<file path="src/rtl/riscv_pkg.sv">
// Shared RV32 definitions: instruction/opcode widths, major opcode constants
// (also used by control_unit) and the opcode-field extractor.
package riscv_pkg;

  localparam int unsigned INSTR_W = 32;
  localparam int unsigned OP_W    = 5;

  // Major opcodes as seen in instr[6:2]
  localparam logic [OP_W-1:0] OPCODE_LOAD   = 5'b00000;
  localparam logic [OP_W-1:0] OPCODE_OP_IMM = 5'b00100;
  localparam logic [OP_W-1:0] OPCODE_AUIPC  = 5'b00101;
  localparam logic [OP_W-1:0] OPCODE_STORE  = 5'b01000;
  localparam logic [OP_W-1:0] OPCODE_OP     = 5'b01100;
  localparam logic [OP_W-1:0] OPCODE_LUI    = 5'b01101;
  localparam logic [OP_W-1:0] OPCODE_BRANCH = 5'b11000;
  localparam logic [OP_W-1:0] OPCODE_JALR   = 5'b11001;
  localparam logic [OP_W-1:0] OPCODE_JAL    = 5'b11011;
  localparam logic [OP_W-1:0] OPCODE_SYSTEM = 5'b11100;

  function automatic logic [OP_W-1:0] instr_op(input logic [INSTR_W-1:0] instr);
    return instr[6:2];
  endfunction

endpackage

</file>
<file path="src/rtl/ifu_fifo.sv">
// Synchronous prefetch FIFO with registered head, synchronous flush and occupancy count.
// Ports: clk, rst_n (async active-low), i_push/i_data write side, i_pop read side
// (ignored when empty), i_flush empties the FIFO (wins over push/pop),
// o_data head entry, o_empty, o_count occupancy.
module ifu_fifo #(
  parameter int unsigned WIDTH = 64,
  parameter int unsigned DEPTH = 4,
  localparam int unsigned PTR_W = $clog2(DEPTH),
  localparam int unsigned CNT_W = PTR_W + 1
) (
  input  logic             clk,
  input  logic             rst_n,
  input  logic             i_push,
  input  logic [WIDTH-1:0] i_data,
  input  logic             i_pop,
  input  logic             i_flush,
  output logic [WIDTH-1:0] o_data,
  output logic             o_empty,
  output logic [CNT_W-1:0] o_count
);

  logic [WIDTH-1:0] r_mem [DEPTH];
  logic [PTR_W-1:0] r_wr_ptr;
  logic [PTR_W-1:0] r_rd_ptr;
  logic [CNT_W-1:0] r_count;
  logic             w_push;
  logic             w_pop;
  logic             w_full;

  assign w_push  = i_push && !i_flush;
  assign w_pop   = i_pop && !i_flush && (r_count != '0);
  assign w_full  = (r_count == CNT_W'(DEPTH));
  assign o_data  = r_mem[r_rd_ptr];
  assign o_empty = (r_count == '0);
  assign o_count = r_count;

  // Storage and pointers; pointers wrap naturally since DEPTH is a power of 2
  always_ff @(posedge clk or negedge rst_n) begin
    if (!rst_n) begin
      for (int i = 0; i < int'(DEPTH); i++) r_mem[i] <= '0;
      r_wr_ptr <= '0;
      r_rd_ptr <= '0;
      r_count  <= '0;
    end else if (i_flush) begin
      r_wr_ptr <= '0;
      r_rd_ptr <= '0;
      r_count  <= '0;
    end else begin
      if (w_push) begin
        r_mem[r_wr_ptr] <= i_data;
        r_wr_ptr        <= r_wr_ptr + PTR_W'(1);
      end
      if (w_pop) r_rd_ptr <= r_rd_ptr + PTR_W'(1);
      r_count <= r_count + CNT_W'(w_push) - CNT_W'(w_pop);
    end
  end

  // Upstream credit accounting must never push into a full FIFO
  a_no_overflow: assert property (@(posedge clk) disable iff (!rst_n)
    !(w_push && !w_pop && w_full));

endmodule

</file>
<file path="src/rtl/instr_fetch_unit.sv">
// Instruction fetch unit: issues word-aligned fetches to instruction memory under a
// credit limit, buffers in-order responses in a prefetch FIFO, and presents
// {instr, pc, op} to decode via valid/ready. A redirect flushes the FIFO, restarts
// fetch at redirect_pc and discards responses still in flight.
// Ports: clk, rst_n (async active-low); imem_req_* request channel; imem_rsp_* response
// channel (no backpressure); id_* decode channel; redirect_valid/redirect_pc;
// fetch_misaligned only when IFU_MISALIGN_TRAP_EN is defined.
// Optional feature macro: IFU_MISALIGN_TRAP_EN (misaligned redirect target traps and
// blocks fetch until an aligned redirect). Undefined: redirect_pc[1:0] is forced to 0.
module instr_fetch_unit
  import riscv_pkg::*;
#(
  parameter int unsigned     XLEN       = 32,
  parameter logic [XLEN-1:0] RESET_PC   = '0,
  parameter int unsigned     FIFO_DEPTH = 4
) (
  input  logic               clk,
  input  logic               rst_n,
  output logic               imem_req_valid,
  input  logic               imem_req_ready,
  output logic [XLEN-1:0]    imem_req_addr,
  input  logic               imem_rsp_valid,
  input  logic [INSTR_W-1:0] imem_rsp_data,
  output logic               id_valid,
  input  logic               id_ready,
  output logic [INSTR_W-1:0] id_instr,
  output logic [XLEN-1:0]    id_pc,
  output logic [OP_W-1:0]    id_op,
  input  logic               redirect_valid,
  input  logic [XLEN-1:0]    redirect_pc
`ifdef IFU_MISALIGN_TRAP_EN
  ,
  output logic               fetch_misaligned
`endif
);

  localparam int unsigned CNT_W   = $clog2(FIFO_DEPTH) + 1;
  localparam int unsigned SUM_W   = CNT_W + 1;
  localparam int unsigned ENTRY_W = INSTR_W + XLEN;

  logic [XLEN-1:0]    r_fetch_pc;
  logic [XLEN-1:0]    r_rsp_pc;
  logic [CNT_W-1:0]   r_inflight;
  logic [CNT_W-1:0]   r_discard;
  logic [CNT_W-1:0]   w_fifo_count;
  logic               w_fifo_empty;
  logic [ENTRY_W-1:0] w_head;
  logic [XLEN-1:0]    w_target;
  logic [SUM_W-1:0]   w_credit_used;
  logic               w_trap_block;
  logic               w_issue;
  logic               w_push;
  logic               w_pop;

`ifdef IFU_MISALIGN_TRAP_EN
  logic r_misaligned;

  // Sticky trap flag, updated by every redirect
  always_ff @(posedge clk or negedge rst_n) begin
    if (!rst_n)              r_misaligned <= 1'b0;
    else if (redirect_valid) r_misaligned <= (redirect_pc[1:0] != 2'b00);
  end

  assign w_target         = redirect_pc;
  assign w_trap_block     = r_misaligned;
  assign fetch_misaligned = r_misaligned;
`else
  assign w_target     = redirect_pc & ~XLEN'(3);
  assign w_trap_block = 1'b0;
`endif

  // Buffered entries plus useful (non-discarded) requests in flight
  assign w_credit_used = SUM_W'(w_fifo_count) + SUM_W'(r_inflight - r_discard);

  // rst_n gate keeps the request low while reset is asserted
  assign imem_req_valid = rst_n && !redirect_valid && !w_trap_block &&
                          (r_inflight < CNT_W'(FIFO_DEPTH)) &&
                          (w_credit_used < SUM_W'(FIFO_DEPTH));
  assign imem_req_addr  = r_fetch_pc;

  assign w_issue = imem_req_valid && imem_req_ready;
  assign w_push  = imem_rsp_valid && (r_discard == '0) && !redirect_valid;
  assign w_pop   = id_valid && id_ready && !redirect_valid;

  // PC tracking for the fetch stream and for the response stream
  always_ff @(posedge clk or negedge rst_n) begin
    if (!rst_n) begin
      r_fetch_pc <= RESET_PC;
      r_rsp_pc   <= RESET_PC;
    end else if (redirect_valid) begin
      r_fetch_pc <= w_target;
      r_rsp_pc   <= w_target;
    end else begin
      if (w_issue) r_fetch_pc <= r_fetch_pc + XLEN'(4);
      if (w_push)  r_rsp_pc   <= r_rsp_pc + XLEN'(4);
    end
  end

  // In-flight and discard counters; a redirect marks everything still outstanding stale
  always_ff @(posedge clk or negedge rst_n) begin
    if (!rst_n) begin
      r_inflight <= '0;
      r_discard  <= '0;
    end else begin
      r_inflight <= r_inflight + CNT_W'(w_issue) - CNT_W'(imem_rsp_valid);
      if (redirect_valid)
        r_discard <= r_inflight - CNT_W'(imem_rsp_valid);
      else if (imem_rsp_valid && (r_discard != '0))
        r_discard <= r_discard - CNT_W'(1);
    end
  end

  ifu_fifo #(
    .WIDTH (ENTRY_W),
    .DEPTH (FIFO_DEPTH)
  ) u_fifo (
    .clk     (clk),
    .rst_n   (rst_n),
    .i_push  (w_push),
    .i_data  ({imem_rsp_data, r_rsp_pc}),
    .i_pop   (w_pop),
    .i_flush (redirect_valid),
    .o_data  (w_head),
    .o_empty (w_fifo_empty),
    .o_count (w_fifo_count)
  );

  assign id_valid = !w_fifo_empty;
  assign id_instr = w_head[ENTRY_W-1:XLEN];
  assign id_pc    = w_head[XLEN-1:0];
  assign id_op    = instr_op(id_instr);

endmodule

</file>
<file path="config.mk">
export PLATFORM = sky130hd
export DESIGN_NAME = instr_fetch_unit
export DESIGN_NICKNAME = d
export VERILOG_FILES = /design/src/rtl/riscv_pkg.sv /design/src/rtl/ifu_fifo.sv /design/src/rtl/instr_fetch_unit.sv
export SDC_FILE = /design/constraint.sdc
export NUM_CORES = 1
export LEC_CHECK = 0
export ABC_AREA = 1
export CORE_AREA = 8 8 156 268
export CTS_CLUSTER_SIZE = 25
export DETAILED_ROUTE_END_ITERATION = 12
export DIE_AREA = 0 0 164 276
export SYNTH_ARGS = -nofsm -noshare
export SYNTH_HDL_FRONTEND = slang
export SYNTH_HIERARCHICAL = 1
export SYNTH_SLANG_ARGS = --single-unit
</file>
<file path="constraint.sdc">
create_clock -name clk -period 4.65 [get_ports clk]
set_input_delay 0.93 -clock clk [delete_from_list [all_inputs] [get_ports clk]]
set_output_delay 0.93 -clock clk [all_outputs]
set_load 0.01 [all_outputs]
</file>
==> flow_summary.yaml, run 1 <==
drt:
  drc: 0
  postRouteAntennaNets: 0
  wl_um: 45220
  dr.first_iter.drc_count: 961
  wl_per_cell_um: 16.34
  vias: 14334
  post_drt_via_cell_ratio: 5.178
  firstDrtPassIters: 5
sta:
  fin_setup_tns_ns: 0
  slew-limit-headroom: 0.3022
  max_freq_mhz: 255.3
  period_needed_ns: 3.916
  skew_ns: 0.008897
  worst_pin_slew_ns: 1.047
  hold_viol_final: 0
  hold-worst-slack_ns: 0.2893
  rsz0062_at_grt: "false"
  setup_violations: 0
  drv_slew: 0
  finalCritPeriodShare: 0.8422
hold_path:
  hold_class: "input pin to async pin"
clock_tree:
  clock-sinks: 329
  ctsHtreeMaxLevel: 1
  cts_resized: 0
  cts-root-buf: "clkbuf_16"
  clock_path_buffers: 3
  cts_tree: "yes"
  clock_latency_ns: 0.57
  cts_hold_buf: 0
  clkTransAtPathRegs_ns: 0.06
  cts_buffers: 31
  postCtsSetupBuffers: 0
worst_setup_path:
  worstPathArrival_ns: 2.99
  crit_path_max_fanout: 4
  end_kind: "output pin"
  path_class: "flop to output pin"
  critPathLaunchType: "flop"
  crit_required_ns: 3.72
power_and_ir_drop:
  powerDensity_mw_per_mm2: 437.3
  seqPwrFrac: 0.432
  vdd_drop_max_mv: 0.2658
  power_switching_share: 0.3142
  combPwrFrac: 0.264
  power.total_mw: 8.523
  p_clk_frac: 0.304
  leakage_nw: 8.926
  p_sw_mw: 2.678
  p_int_mw: 5.845
synth:
  yosysSeqAreaShare: 0.4986
  avgSynthCellArea_sq_um: 7.626
  synth_area_leaders: "dfrtp_1 (50%), o21ai_0 (14%), nand2_1 (13%)"
  syn_area_sq_mm: 0.01651
  yosysWarnings: 6
  yosys.area.top_type_share: 0.4986
  ys_ff_latch: 329
  synth_largest_area_cell: "dfrtp_1"
  synthCells: 2165
  synthDistinctLibCells: 39
floorplan:
  rows: 95
  core_area_sq_mm: 0.03816
  fp.dieW_um: 164
  initial_core_util: 0.4327
  die_area_sq_mm: 0.04526
  ioPinCount: 173
  die_y_um: 276
cells_and_area:
  n_antenna_cell: 0
  fin_nets: 2352
  post-route-util: 0.5108
  drive_gt1_frac: 0.04599
  post-route-cell-area_sq_mm: 0.01949
  area.growth.synth_to_final_pct: 18.04
  nFillCells: 3754
global_route:
  met2_usage: 0.3604
  grt_util_met3: 0.02783
  met1_usage: 0.2340
  antenna_found_initial: 0
  grt_pass1_vias: 14480
  grt_use_total: 0.1996
  grt_pass1_wl_um: 74240
  grt-busiest-layer: "met2"
  grt_start_max_net_pins: 131
  overflow: 0
outcome:
  outcome: "completed"
placed_design:
  portBuffers: 168
  hpwl_um: 29450
  placed_area_sq_mm: 0.01846
  gp_congestion: 0.9285
run:
  cap_violations: 0
-- cells in the mapped netlist, drive strengths merged --
master,instances
xor2,2
fa,4
nand2,572
o21bai,3
nand3,82
nand4,5
nand3b,6
o22ai,2
and2,2
a22oi,2
buf,69
clkbuf,59
inv,160
dfrtp,329
ha,17
conb,1
o32ai,1
xnor2,2
a21oi,45
o221ai,1
o21ai,475
o21a,1
nor2,308
o211ai,6
or2,1
o31ai,1
nor3,7
a31oi,2
-- kinds of logic (layout without fill, tap and decap cells) --
| kind of cell | count (synthesis) | after routing | share of synthesized area |
|---|---|---|---|
| and+or+nand+nor | 983 | 983 | 0.2395 |
| AOI/OAI and AO/OA | 539 | 539 | 0.1661 |
| xor gates and xnor gates | 4 | 4 | 0.002122 |
| DFF | 329 | 329 | 0.4986 |
| buffers and inverters | 288 | 403 | 0.07570 |
| other | 1 | 4 | 0.0002271 |
| adders and majority gates | 21 | 21 | 0.01773 |
-- sequential cells by signal, summed over array words and instances (netlist names) --
| signal | count |
|---|---|
| u_fifo/r_rd_ptr | 2 |
| imem_req_addr | 30 |
| r_inflight | 3 |
| r_rsp_pc | 30 |
| u_fifo/r_wr_ptr | 2 |
| u_fifo/o_count | 3 |
| r_discard | 3 |
| u_fifo/r_mem | 256 |
-- layer usage --
| metal | vias to the layer above | wire (um) |
|---|---|---|
| li1 | 7136 | - |
| met2 | 342 | 23310 |
| met4 | 0 | 1386 |
| met3 | 70 | 2081 |
| met1 | 6786 | 18440 |
| met5 | - | 0 |
-- final timing paths --
kind | slack [ns] | endpoint | cells after the start | start
max | 0.73 | imem_req_valid | 9 | r_discard[2]$_DFFE_PN0P_
min | 0.29 | r_inflight[1]$_DFF_PN0_ | 1 | rst_n
max reg2reg | 1.37 | r_inflight[2]$_DFF_PN0_ | 13 | r_discard[2]$_DFFE_PN0P_
min reg2reg | 0.48 | u_fifo/r_mem[42]$_DFFE_PN0P_ | 2 | u_fifo/r_mem[42]$_DFFE_PN0P_
max in group asynchronous | 2.01 | u_fifo/r_mem[15]$_DFFE_PN0P_ | 3 | rst_n
min in group clk | 0.48 | u_fifo/r_mem[42]$_DFFE_PN0P_ | 2 | u_fifo/r_mem[42]$_DFFE_PN0P_
-- area by class of cell --
| type | count | area (sq um) | share of cell area |
|---|---|---|---|
| timing repair buffer | 188 | 1944 | 0.09976 |
| sequential | 329 | 8237 | 0.4226 |
| tap | 485 | 606.8 | 0.03114 |
| multi-input combinational | 1551 | 7069 | 0.3627 |
| clock buffer | 42 | 877.1 | 0.04500 |
| clock inverter | 13 | 152.6 | 0.007832 |
| inverter | 160 | 603.1 | 0.03094 |
-- worst max-delay path: stages (launching register included) --
cell and delay (ns):
dfrtp_1 0.39, inv_1 0.14, fa_1 0.44, ha_1 0.35, a21oi_1 0.20, nand3_1 0.09, nand2_1 0.13, nand2_1 0.07
inv_1 0.05, clkdlybuf4s50_1 0.54
-- cells in the final DEF (no fill, tap or decap), types with 5 or more instances in the layout --
cell type        Yosys  layout
a21oi_1             45      45
buf_12               0       9
buf_4               13      11
clkbuf_1            34       5
clkbuf_16            0      31
clkbuf_8             0       6
clkdlybuf4s50_1      0     166
clkinv_2             0       8
dfrtp_1            329     328
ha_1                17      17
inv_1              156     155
nand2_1            567     563
nand2_4              1       5
nand3_1             81      81
nand3b_1             6       6
nand4_1              5       5
nor2_1             292     292
nor2_2               9       9
nor2_4               7       7
nor3_1               6       6
o211ai_1             6       6
o21ai_0            460     460
o21ai_1             15      15
-- per-stage QoR --
stage / std cells / setup slack [ns]
floorplan: 2168 / 1.671
finish: 2768 / 0.7336
global placement: 2713 / 1.121
CTS: 2768 / 0.6904
global route: 2768 / 0.5763
detailed placement: 2713 / 1.101
-- power groups by stage --
stage          logic [mW]  clock network (mW)  registers, mW
2_1_floorplan        1.24                   0           3.65
3_5_place_dp         2.30                   0           3.72
5_1_grt              2.54                2.78           3.74
3_3_place_gp         2.25                   0           3.71
4_1_cts              2.31                2.68           3.67
6_report             2.25                2.59           3.68
(Power assumes the default switching activity.)
==> run 2: changes to the inputs <==
Clock period 4.65 ns to 3.9 ns, I/O delays scaled along.
==> flow_summary.yaml, run 2 (same netlist as run 1, synthesis figures left out) <==
sta:
  slew-limit-headroom: 0.3150
  setup_violations: 0
  skew_ns: 0.01557
  hold-worst-slack_ns: 0.1611
  rsz0062_at_grt: "false"
  finalCritPeriodShare: 0.9367
  drv_slew: 0
  hold_viol_final: 0
  max_freq_mhz: 273.7
  fin_ws_ns: 0.2468
  worst_pin_slew_ns: 1.027
  fin_setup_tns_ns: 0
  period_needed_ns: 3.653
worst_setup_path:
  end_kind: "output pin"
  reg2reg_depth: 13
  worstPathArrival_ns: 2.87
  path_class: "flop to output pin"
  crit_required_ns: 3.12
  reg2reg_slack_ns: 0.65
  critPathLaunchType: "flop"
  crit_path_max_fanout: 4
power_and_ir_drop:
  seqPwrFrac: 0.419
  p_int_mw: 7.184
  p_sw_mw: 3.268
  p_clk_frac: 0.323
  power.total_mw: 10.45
  powerDensity_mw_per_mm2: 531.2
  power_switching_share: 0.3127
  combPwrFrac: 0.258
  vdd_drop_max_mv: 0.2731
  leakage_nw: 9.017
drt:
  vias: 14431
  firstDrtPassIters: 6
  post_drt_via_cell_ratio: 5.195
  postRouteAntennaNets: 0
  dr.first_iter.drc_count: 1079
  wl_um: 45610
  drc: 0
  wl_per_cell_um: 16.42
run:
  cap_violations: 0
floorplan:
  rows: 95
  core_area_sq_mm: 0.03816
  fp.dieW_um: 164
  die_area_sq_mm: 0.04526
  initial_core_util: 0.4327
  ioPinCount: 173
  die_y_um: 276
placed_design:
  place_inst: 2717
  placed_area_sq_mm: 0.01852
  gp_congestion: 0.9343
  portBuffers: 168
  pre_cts_ws_ns: 0.6227
  hpwl_um: 29570
cells_and_area:
  drive_gt1_frac: 0.05059
  nFillCells: 3711
  n_antenna_cell: 0
  top_register: "u_fifo/r_mem"
  finalNonFillerCells: 2778
  post-route-util: 0.5157
  post-route-cell-area_sq_mm: 0.01968
  final_common_cell: "nand2_1"
  area.growth.synth_to_final_pct: 19.18
  largest_register_ffs: 256
  final_cell_mix: "nand2_1 (563), o21ai_0 (460), dfrtp_1 (328)"
  fin_nets: 2359
global_route:
  antenna_found_initial: 0
  grt_pass1_wl_um: 73920
  grt_use_total: 0.2009
  grt_pass1_vias: 14280
  grt_start_max_net_pins: 177
  overflow: 0
clock_tree:
  clock_latency_ns: 0.52
  cts-root-buf: "clkbuf_16"
  clock-sinks: 329
  ctsHtreeMaxLevel: 2
  clkTransAtPathRegs_ns: 0.06
  postCtsSetupBuffers: 0
  cts_hold_buf: 0
  cts_resized: 0
  cts_buffers: 34
  cts_tree: "yes"
  clock_path_buffers: 3
hold_path:
  hold_class: "input pin to async pin"
outcome:
  outcome: "completed"
[run 2: final timing paths]
check | from | end
setup / recovery | r_discard[2]$_DFFE_PN0P_ | imem_req_valid
hold / removal | rst_n | r_inflight[0]$_DFF_PN0_
setup reg to reg | r_discard[2]$_DFFE_PN0P_ | r_inflight[2]$_DFF_PN0_
hold reg to reg | u_fifo/r_mem[12]$_DFFE_PN0P_ | u_fifo/r_mem[12]$_DFFE_PN0P_
max in group asynchronous | rst_n | u_fifo/r_mem[164]$_DFFE_PN0P_
min in group clk | u_fifo/r_mem[12]$_DFFE_PN0P_ | u_fifo/r_mem[12]$_DFFE_PN0P_
[run 2: area by class of cell]
type	instances	area, sq um	share of cell area
clock inverters	16	188.9	0.009601
multi-input cells	1551	7069	0.3593
flip-flops and latches	329	8237	0.4186
inverters	160	603.1	0.03065
repair buffers	192	1999	0.1016
well taps	485	606.8	0.03084
clock buffers	45	973.4	0.04947
[run 2: worst max-delay path, cell delays in order (launching register included)]
cell             delay [ns]
dfrtp_1                0.39
inv_1                  0.13
fa_1                   0.44
ha_1                   0.35
a21oi_1                0.20
nand3_1                0.09
nand2_1                0.12
nand2_1                0.07
inv_1                  0.05
clkdlybuf4s50_1        0.53
[run 2: per-layer routing]
metal / vias up / track usage / routed length [um]
met4: 0 / 0.08402 / 1684
met1: 6818 / 0.2337 / 18580
li1: 7162 / - / -
met3: 79 / 0.03155 / 2236
met5: - / 0 / 0
met2: 372 / 0.3572 / 23110
[run 2: power groups by stage]
stage | clock, mW | combinational (mW) | sequential, mW
2_1_floorplan | 0 | 1.48 | 4.35
3_3_place_gp | 0 | 2.69 | 4.42
3_5_place_dp | 0 | 2.74 | 4.43
4_1_cts | 3.48 | 2.76 | 4.38
5_1_grt | 3.61 | 3.05 | 4.46
6_report | 3.37 | 2.70 | 4.38
==> run 3: changes to the inputs <==
Settings changed: SKIP_CTS_REPAIR_TIMING set to 1.
==> results of run 3 <==
Same layout as run 2: the final DEF is identical, and so are final timing and power.
